===== src/rtl/uart_pkg.sv =====
// Shared UART definitions: FSM states, line levels and baud-rate helper.
// Used by both the transmit and receive ends of the serial link.
package uart_pkg;

    typedef enum logic [1:0] {
        IDLE  = 2'd0,
        START = 2'd1,
        DATA  = 2'd2,
        STOP  = 2'd3
    } state_t;

    localparam int   DATA_BITS = 8;
    localparam logic LINE_IDLE = 1'b1;
    localparam logic START_LVL = 1'b0;

    // Integer clk cycles per bit; truncates (50 MHz / 9600 -> 5208).
    function automatic int clks_per_bit(input int clk_hz, input int baud);
        return clk_hz / baud;
    endfunction

endpackage


===== src/rtl/uart_baud_cnt.sv =====
// Bit-time counter: counts 0..CLKS_PER_BIT-1 while enabled and pulses tick
// on the last cycle of each bit.
module uart_baud_cnt #(
    parameter int CLKS_PER_BIT = 5208
) (
    input  logic clk,
    input  logic rst_n,
    input  logic clr,
    input  logic en,
    output logic tick
);

    localparam int CW = $clog2(CLKS_PER_BIT);

    logic [CW-1:0] cnt;

    assign tick = en && (cnt == CW'(CLKS_PER_BIT - 1));

    always_ff @(posedge clk or negedge rst_n) begin
        if (!rst_n)     cnt <= '0;
        else if (clr)   cnt <= '0;
        else if (en)    cnt <= tick ? '0 : cnt + CW'(1);
    end

endmodule


===== src/rtl/uart_tx_frame.sv =====
// 8N1 (or 8N2) UART transmitter with a one-entry holding register, so the
// next byte can queue during the current frame and frames go out gap-free.
module uart_tx_frame
    import uart_pkg::*;
#(
    parameter int CLKS_PER_BIT = 5208,
    parameter int STOP_BITS    = 1
) (
    input  logic       clk,
    input  logic       rst_n,
    input  logic [7:0] tx_data,
    input  logic       tx_valid,
    output logic       tx_ready,
    output logic       tx,
    output logic       busy
);

    state_t     state_q, state_d;
    logic [7:0] shift_q, shift_d;
    logic [7:0] hold_q, hold_d;
    logic       hold_full_q, hold_full_d;
    logic [2:0] bit_q, bit_d;
    logic       tick, accept, load;

    assign tx_ready = !hold_full_q;
    assign accept   = tx_valid && !hold_full_q;

    // Counter sits cleared in IDLE so each fresh frame starts on a bit
    // boundary; across STOP->START it keeps wrapping, so no drift.
    uart_baud_cnt #(.CLKS_PER_BIT(CLKS_PER_BIT)) u_baud (
        .clk   (clk),
        .rst_n (rst_n),
        .clr   (state_q == IDLE),
        .en    (state_q != IDLE),
        .tick  (tick)
    );

    always_ff @(posedge clk or negedge rst_n) begin
        if (!rst_n) begin
            state_q     <= IDLE;
            shift_q     <= '0;
            hold_q      <= '0;
            hold_full_q <= 1'b0;
            bit_q       <= '0;
        end else begin
            state_q     <= state_d;
            shift_q     <= shift_d;
            hold_q      <= hold_d;
            hold_full_q <= hold_full_d;
            bit_q       <= bit_d;
        end
    end

    always_comb begin
        state_d     = state_q;
        shift_d     = shift_q;
        hold_d      = hold_q;
        hold_full_d = hold_full_q;
        bit_d       = bit_q;
        load        = 1'b0;
        case (state_q)
            IDLE: begin
                if (hold_full_q) begin
                    load    = 1'b1;
                    state_d = START;
                end
            end
            START: begin
                if (tick) begin
                    state_d = DATA;
                    bit_d   = '0;
                end
            end
            DATA: begin
                if (tick) begin
                    shift_d = {1'b0, shift_q[7:1]};
                    if (bit_q == 3'(DATA_BITS - 1)) begin
                        state_d = STOP;
                        bit_d   = '0;
                    end else begin
                        bit_d = bit_q + 3'd1;
                    end
                end
            end
            STOP: begin
                if (tick) begin
                    if (bit_q == 3'(STOP_BITS - 1)) begin
                        bit_d = '0;
                        if (hold_full_q) begin
                            load    = 1'b1;
                            state_d = START;
                        end else begin
                            state_d = IDLE;
                        end
                    end else begin
                        bit_d = bit_q + 3'd1;
                    end
                end
            end
            default: state_d = IDLE;
        endcase
        // load needs holding full, accept needs it empty: never both.
        if (load) begin
            shift_d     = hold_q;
            hold_full_d = 1'b0;
        end
        if (accept) begin
            hold_d      = tx_data;
            hold_full_d = 1'b1;
        end
    end

    // Line driven from the registered state, one cycle behind the FSM.
    always_ff @(posedge clk or negedge rst_n) begin
        if (!rst_n) begin
            tx   <= LINE_IDLE;
            busy <= 1'b0;
        end else begin
            case (state_q)
                START:   tx <= START_LVL;
                DATA:    tx <= shift_q[0];
                default: tx <= LINE_IDLE;
            endcase
            busy <= (state_q != IDLE);
        end
    end

endmodule


===== config.mk =====
export PLATFORM = sky130hd
export DESIGN_NAME = uart_tx_frame
export DESIGN_NICKNAME = d
export VERILOG_FILES = /design/src/rtl/uart_pkg.sv /design/src/rtl/uart_baud_cnt.sv /design/src/rtl/uart_tx_frame.sv
export SDC_FILE = /design/constraint.sdc
export NUM_CORES = 1
export LEC_CHECK = 0
export BUFFER_PORTS_ARGS = -buffer_cell sky130_fd_sc_hd__buf_2
export CORE_UTILIZATION = 35
export DETAILED_ROUTE_END_ITERATION = 12
export MAX_ROUTING_LAYER = met4
export PLACE_DENSITY = 0.54
export SYNTH_ARGS = -nofsm -noshare
export SYNTH_HDL_FRONTEND = slang
export SYNTH_SLANG_ARGS = --single-unit

===== constraint.sdc =====
create_clock -name clk -period 2.4 [get_ports clk]
set_input_delay 0.12 -clock clk [delete_from_list [all_inputs] [get_ports clk]]
set_output_delay 0.12 -clock clk [all_outputs]
set_load 0.005 [all_outputs]

Word-level counts from Yosys, hierarchy flattened
Index checks and enable logic that the tools add are counted.

operators by class
  add/sub/neg operators = 2
  equal/unequal tests = 11
  multiplexer cells = 27
  reductions and logical operators = 14

operator list
  operator               number
  $mux 13                3
  $mux 8                 3
  $mux 3                 5
  $add 13x1->13 const B  1
  $eq 13x13->1 const B   1
  $mux 2                 6
  $reduce_bool 2->1      5
  $pmux 3 s3             1
  $pmux 2 s4             1
  $mux 1                 6
  $ne 2x1->1 const B     3
  $ne 2x2->1 const B     3
  $reduce_and 6->1       1
  $eq 2x2->1 const B     2
  $pmux 1 s2             2
  $reduce_and 4->1       1
  $add 3x1->3 const B    1
  $eq 3x3->1 const B     1
  $logic_not 3->1        1
  $reduce_bool 3->1      1
  $eq 2x1->1 const B     1
  $logic_and 1x1->1      2
  $logic_not 2->1        1
  $reduce_and 2->1       1
  $logic_not 1->1        1

word-level totals
  flip-flop bits (word level) = 37
  output and inout port bits = 3
  word-level logic and storage cells = 62

Longest topological paths before layout
  depth in word-level cells = 6
  mapped depth = 7

By module
Synthesis repeated with hierarchy kept, for this count alone.

second synthesis, totals
  cell total of the unflattened synthesis = 184
  area total of the unflattened synthesis = 1995.7 µm²

modules (own cells, without submodules)
  module         instances  cells each  area each (µm²)  sequential area each (µm²)
  uart_tx_frame  1          102         1239.9           601.8
  uart_baud_cnt  1          82          755.7            325.3

Worst setup path after synthesis
OpenSTA, ideal clock, no wires.

  path type = reg2reg
  from = register u_baud.cnt[0]
  to = register shift_q[7]
  setup time = 0.121 ns
  data arrival time = 1.742 ns
  required time = 2.279 ns
  slack = 0.537 ns
  cell stages (with the launch flop) = 7
  cells stage by stage = dfrtp_1 -> ha_1 -> nand4b_1 -> nor4_4 -> mux2i_2 -> a21o_4 -> a22o_1

between the ends
  longest elaborated chain between the ends = 6
  elaborated cells between the ends (all ways) = 8
  classes of those cells = 1 x eq/ne; 3 x mux; 4 x reduce/logical

RTL lines
  what                         line                 RTL
  from (decl)                  uart_baud_cnt.sv:15  logic [CW-1:0] cnt;
  from (signal assigned)       uart_baud_cnt.sv:22  else if (en) cnt <= tick ? '0 : cnt + CW'(1);
  $eq 13x13->1 (*)             uart_baud_cnt.sv:17  assign tick = en && (cnt == CW'(CLKS_PER_BIT - 1));
  $logic_and 1x1->1 (*)        uart_baud_cnt.sv:17
  $mux 1                       uart_tx_frame.sv:86  if (tick) begin
  $pmux 1 s2                   uart_tx_frame.sv:61  case (state_q)
  $reduce_bool 2->1 (no line)  --
  $reduce_and 2->1 (no line)   --
  to (signal assigned)         uart_tx_frame.sv:47  shift_q <= shift_d;
  to (decl)                    uart_tx_frame.sv:19  logic [7:0] shift_q, shift_d;

Mark *: on every way between the ends. The rest lies on a longest branch, timed or not.
A chain may end at the register's enable or synchronous reset.

Final worst setup path
Same ends and word-level chain as after synthesis.

==> results by group <==
Yosys
  • Syn. warnings: 0
  • Post-Syn Area per Cell: 11.0 um2
  • Distinct cells, synth: 40
  • Post-synthesis instance area: 1840 um2
  • Ys async rst share: 100%
  • Synth Register Bits: 37
  • Post-synth EDFFs: 0
  • Mapped Nets: 188
  • Synth Flop Type: dfrtp_1
  • Seq/Total Area, Yosys: between 50% and 60%
  • Synth Instances: 168

Global route
  • Vias in the first global route: roughly 1,400
  • Largest net degree at the start of global routing: 38
  • Gr ovfl total: 0
  • GRT Total Usage: around 16%
  • First-pass GRT wire length: ~6300 um
  • Initial antenna violation count: 0

Setup path
  • Crit. End Element: flip-flop
  • Max Fanout on Critical Path: 10
  • CP arrival: 2.24 ns
  • R2R Setup Slk: 0.34 ns
  • Reg-to-Reg End: shift_q[7]
  • Worst setup SP type: flip-flop
  • Req. time, crit path: between 2 and 3 ns
  • Critical path class: flip-flop to flip-flop
  • FF-to-FF path depth: 6
  • Worst R2R Start: u_baud.cnt[0]

Place
  • Number of port buffers: 13
  • DP Cell Count: between 200 and 250
  • RePlAce Congestion: 0.832
  • DP Wirelength: 2530 um
  • Placed cell areas: 1990 um2

Drt
  • Detailed Routing Iterations Pass 1: 4
  • Vias: roughly 1,300
  • DRC Markers: 0
  • Average vias per placed instance: ~5.2
  • Antenna Nets Post-Route: 0
  • Drt first-iter violations: 145
  • Total routed wirelength: 3570 um
  • Drt wl/cell: 13.9 um

Clock network
  • Worst-Skew Late Latency: 0.28 ns
  • Post-CTS sizing: 0
  • CTS buffer count: 5
  • H-tree Lvls: 2
  • Clock slew at reported path FFs: 0.07 ns
  • Post-CTS setup buffers: 0
  • # clock sinks: 37
  • Clock buffer depth: 2
  • CTS Root Cell: clkbuf_8
  • CTS tree: built

Power
  • Combinational power share: around two fifths
  • Power Density: 1120 nW/um2
  • Lkg Pwr: 0.000937 uW
  • Int Pwr: 1440 uW
  • Flop pwr share: roughly 42%
  • Net Sw Frac: 37.9%
  • Clock share of power: 17.9%
  • P_sw: 878 uW
  • Peak supply drop: 0.546 mV

Cells and area
  • Final Instance Area: about 2100 um2
  • Fill cell count: 521
  • Layout Nets: 206
  • Multi-input gate area: 866 um2
  • N_diodes: 0
  • Layout cells sized above 1: a little over a fifth
  • Seq. cell area: 927 um2
  • Synth-to-layout area growth: 12.8%
  • Count of non-filler cells in the finished layout: ~260

STA
  • Unrepaired setup endpoints after global routing: no
  • Clock Skews: 0.00661 ns
  • Slew Limit Fails: 0
  • Final hold slack: 0.0653 ns
  • # setup viols final: 0
  • Min cycle time layout: 2.06 ns
  • Final hold violation count: 0
  • Peak Freq: about 0.48 GHz
  • Worst Tran Pin Value: 0.843 ns
  • Fin crit share: 86.0%
  • Slew headroom: between 40% and 50%
  • Setup TNS: 0 ns

Min path
  • Hold Path Depth: 2
  • Worst Hold Class: input port to flip-flop
  • Hold Startpoint: tx_data[2]
  • Hold EP: hold_q[2]

Die
  • DIE HEIGHT: around 75 um
  • Ports: 14
  • Initial Util: 36.3%
  • Die ar.: 5560 um2
  • Core Region: 5070 um2
  • Die W: 74.5 um
  • Placement Rows: 26

Job
  • Max-cap violations: 0

Outcome
  • Status: complete, no violations
cells in the mapped netlist (3+ instances only):
cell       instances  share of area (%)
xnor2_1            6                2.9
mux2_2             8                4.9
nor2_1            19                3.9
ha_1               9                6.1
o21ai_0            3               0.81
inv_1              9                1.8
clkbuf_1           4               0.81
dfrtp_1           36                 49
nor3_1             3               0.81
and3_1            11                3.7
o2bb2ai_1          7                3.3
nand2_1            5                1.0
a21oi_1           12                3.3
nand3_1            6                1.6
xor2_1             5                2.4
power groups by stage:
stage	sequential [uW]	combinational [uW]	clock [uW]
global placement	966	894	0
CTS	962	946	435
global route	986	1060	467
floorplan	933	716	0
finish	962	941	415
detailed placement	973	942	0
what timing repair did:
item	in CTS	in global routing
setup endpoints to repair	0	0
hold endpoints to repair	36	0
hold buffers	1	0
layout by cell type, fill, tap and decap left out, types with 3 or more instances in the layout:
cell type	count
o21ai_0	3
o2bb2ai_1	7
a21oi_1	12
nor2_1	19
xnor2_1	6
clkbuf_8	5
xor2_1	5
ha_1	9
mux2_2	8
buf_2	13
nor3_1	3
nand3_1	6
clkbuf_1	3
and3_1	11
nand2_1	5
inv_1	9
dfrtp_1	36
metal layers:
metal  up-vias  GRT usage (%)  wire, um
li1        625              -         -
met1       668           19.1      1620
met2        28           24.9      1790
met3         4           4.20       134
met4         0           6.08        27
met5         -              -         0
layout make-up:
type                            instances  share of cell area (%)
Timing Repair Buffer                   15                    3.98
Inverter                                9                    1.63
Tap cell                               70                    4.22
Clock buffer                            8                    3.86
Sequential cell                        37                    44.6
Multi-Input combinational cell        118                    41.7
registers in the layout, summed over array words and instances, names as in the netlist:
register and cells:
busy 1, u_baud.cnt 13, tx 1, bit_q 3, state_q 2, hold_full_q 1
shift_q 8, hold_q 8
stage by stage:
step | setup WS [ns] | utilization [%] | total power (uW)
2_1_floorplan | 0.537 | - | 1650
3_3_place_gp | 0.390 | 39.2 | 1860
3_5_place_dp | 0.338 | 39.2 | 1910
4_1_cts | 0.327 | 40.9 | 2340
5_1_grt | 0.211 | 40.9 | 2510
6_report | 0.335 | 40.9 | 2320
worst max-delay path, stage by stage, from the launching register on:
cell      delay, ns
dfrtp_1        0.39
ha_1           0.25
nand4b_1       0.17
nor4_4         0.39
mux2i_2        0.24
a21o_4         0.27
a22o_1         0.23
worst max path at each step:
stage,startpoint,slack (ns),to,depth (start not counted)
5_1_grt,u_baud.cnt[0],0.21,shift_q[7],6
4_1_cts,u_baud.cnt[0],0.33,shift_q[7],6
3_5_place_dp,u_baud.cnt[0],0.34,shift_q[7],6
6_report,u_baud.cnt[0],0.34,shift_q[7],6
2_1_floorplan,u_baud.cnt[0],0.54,shift_q[7],6
3_3_place_gp,u_baud.cnt[0],0.39,shift_q[7],6
cells by family after synthesis:
group,synth area share [%]
multiplexers,5.64
AND/OR/NAND/NOR,16.2
XOR/XNOR,5.23
adder cells (fa/ha/maj),6.11
buffers and inverters,2.65
AO/OA/AOI/OAI,13.9
flip-flops,50.3
No activity file was read; power rests on OpenSTA's default activity.
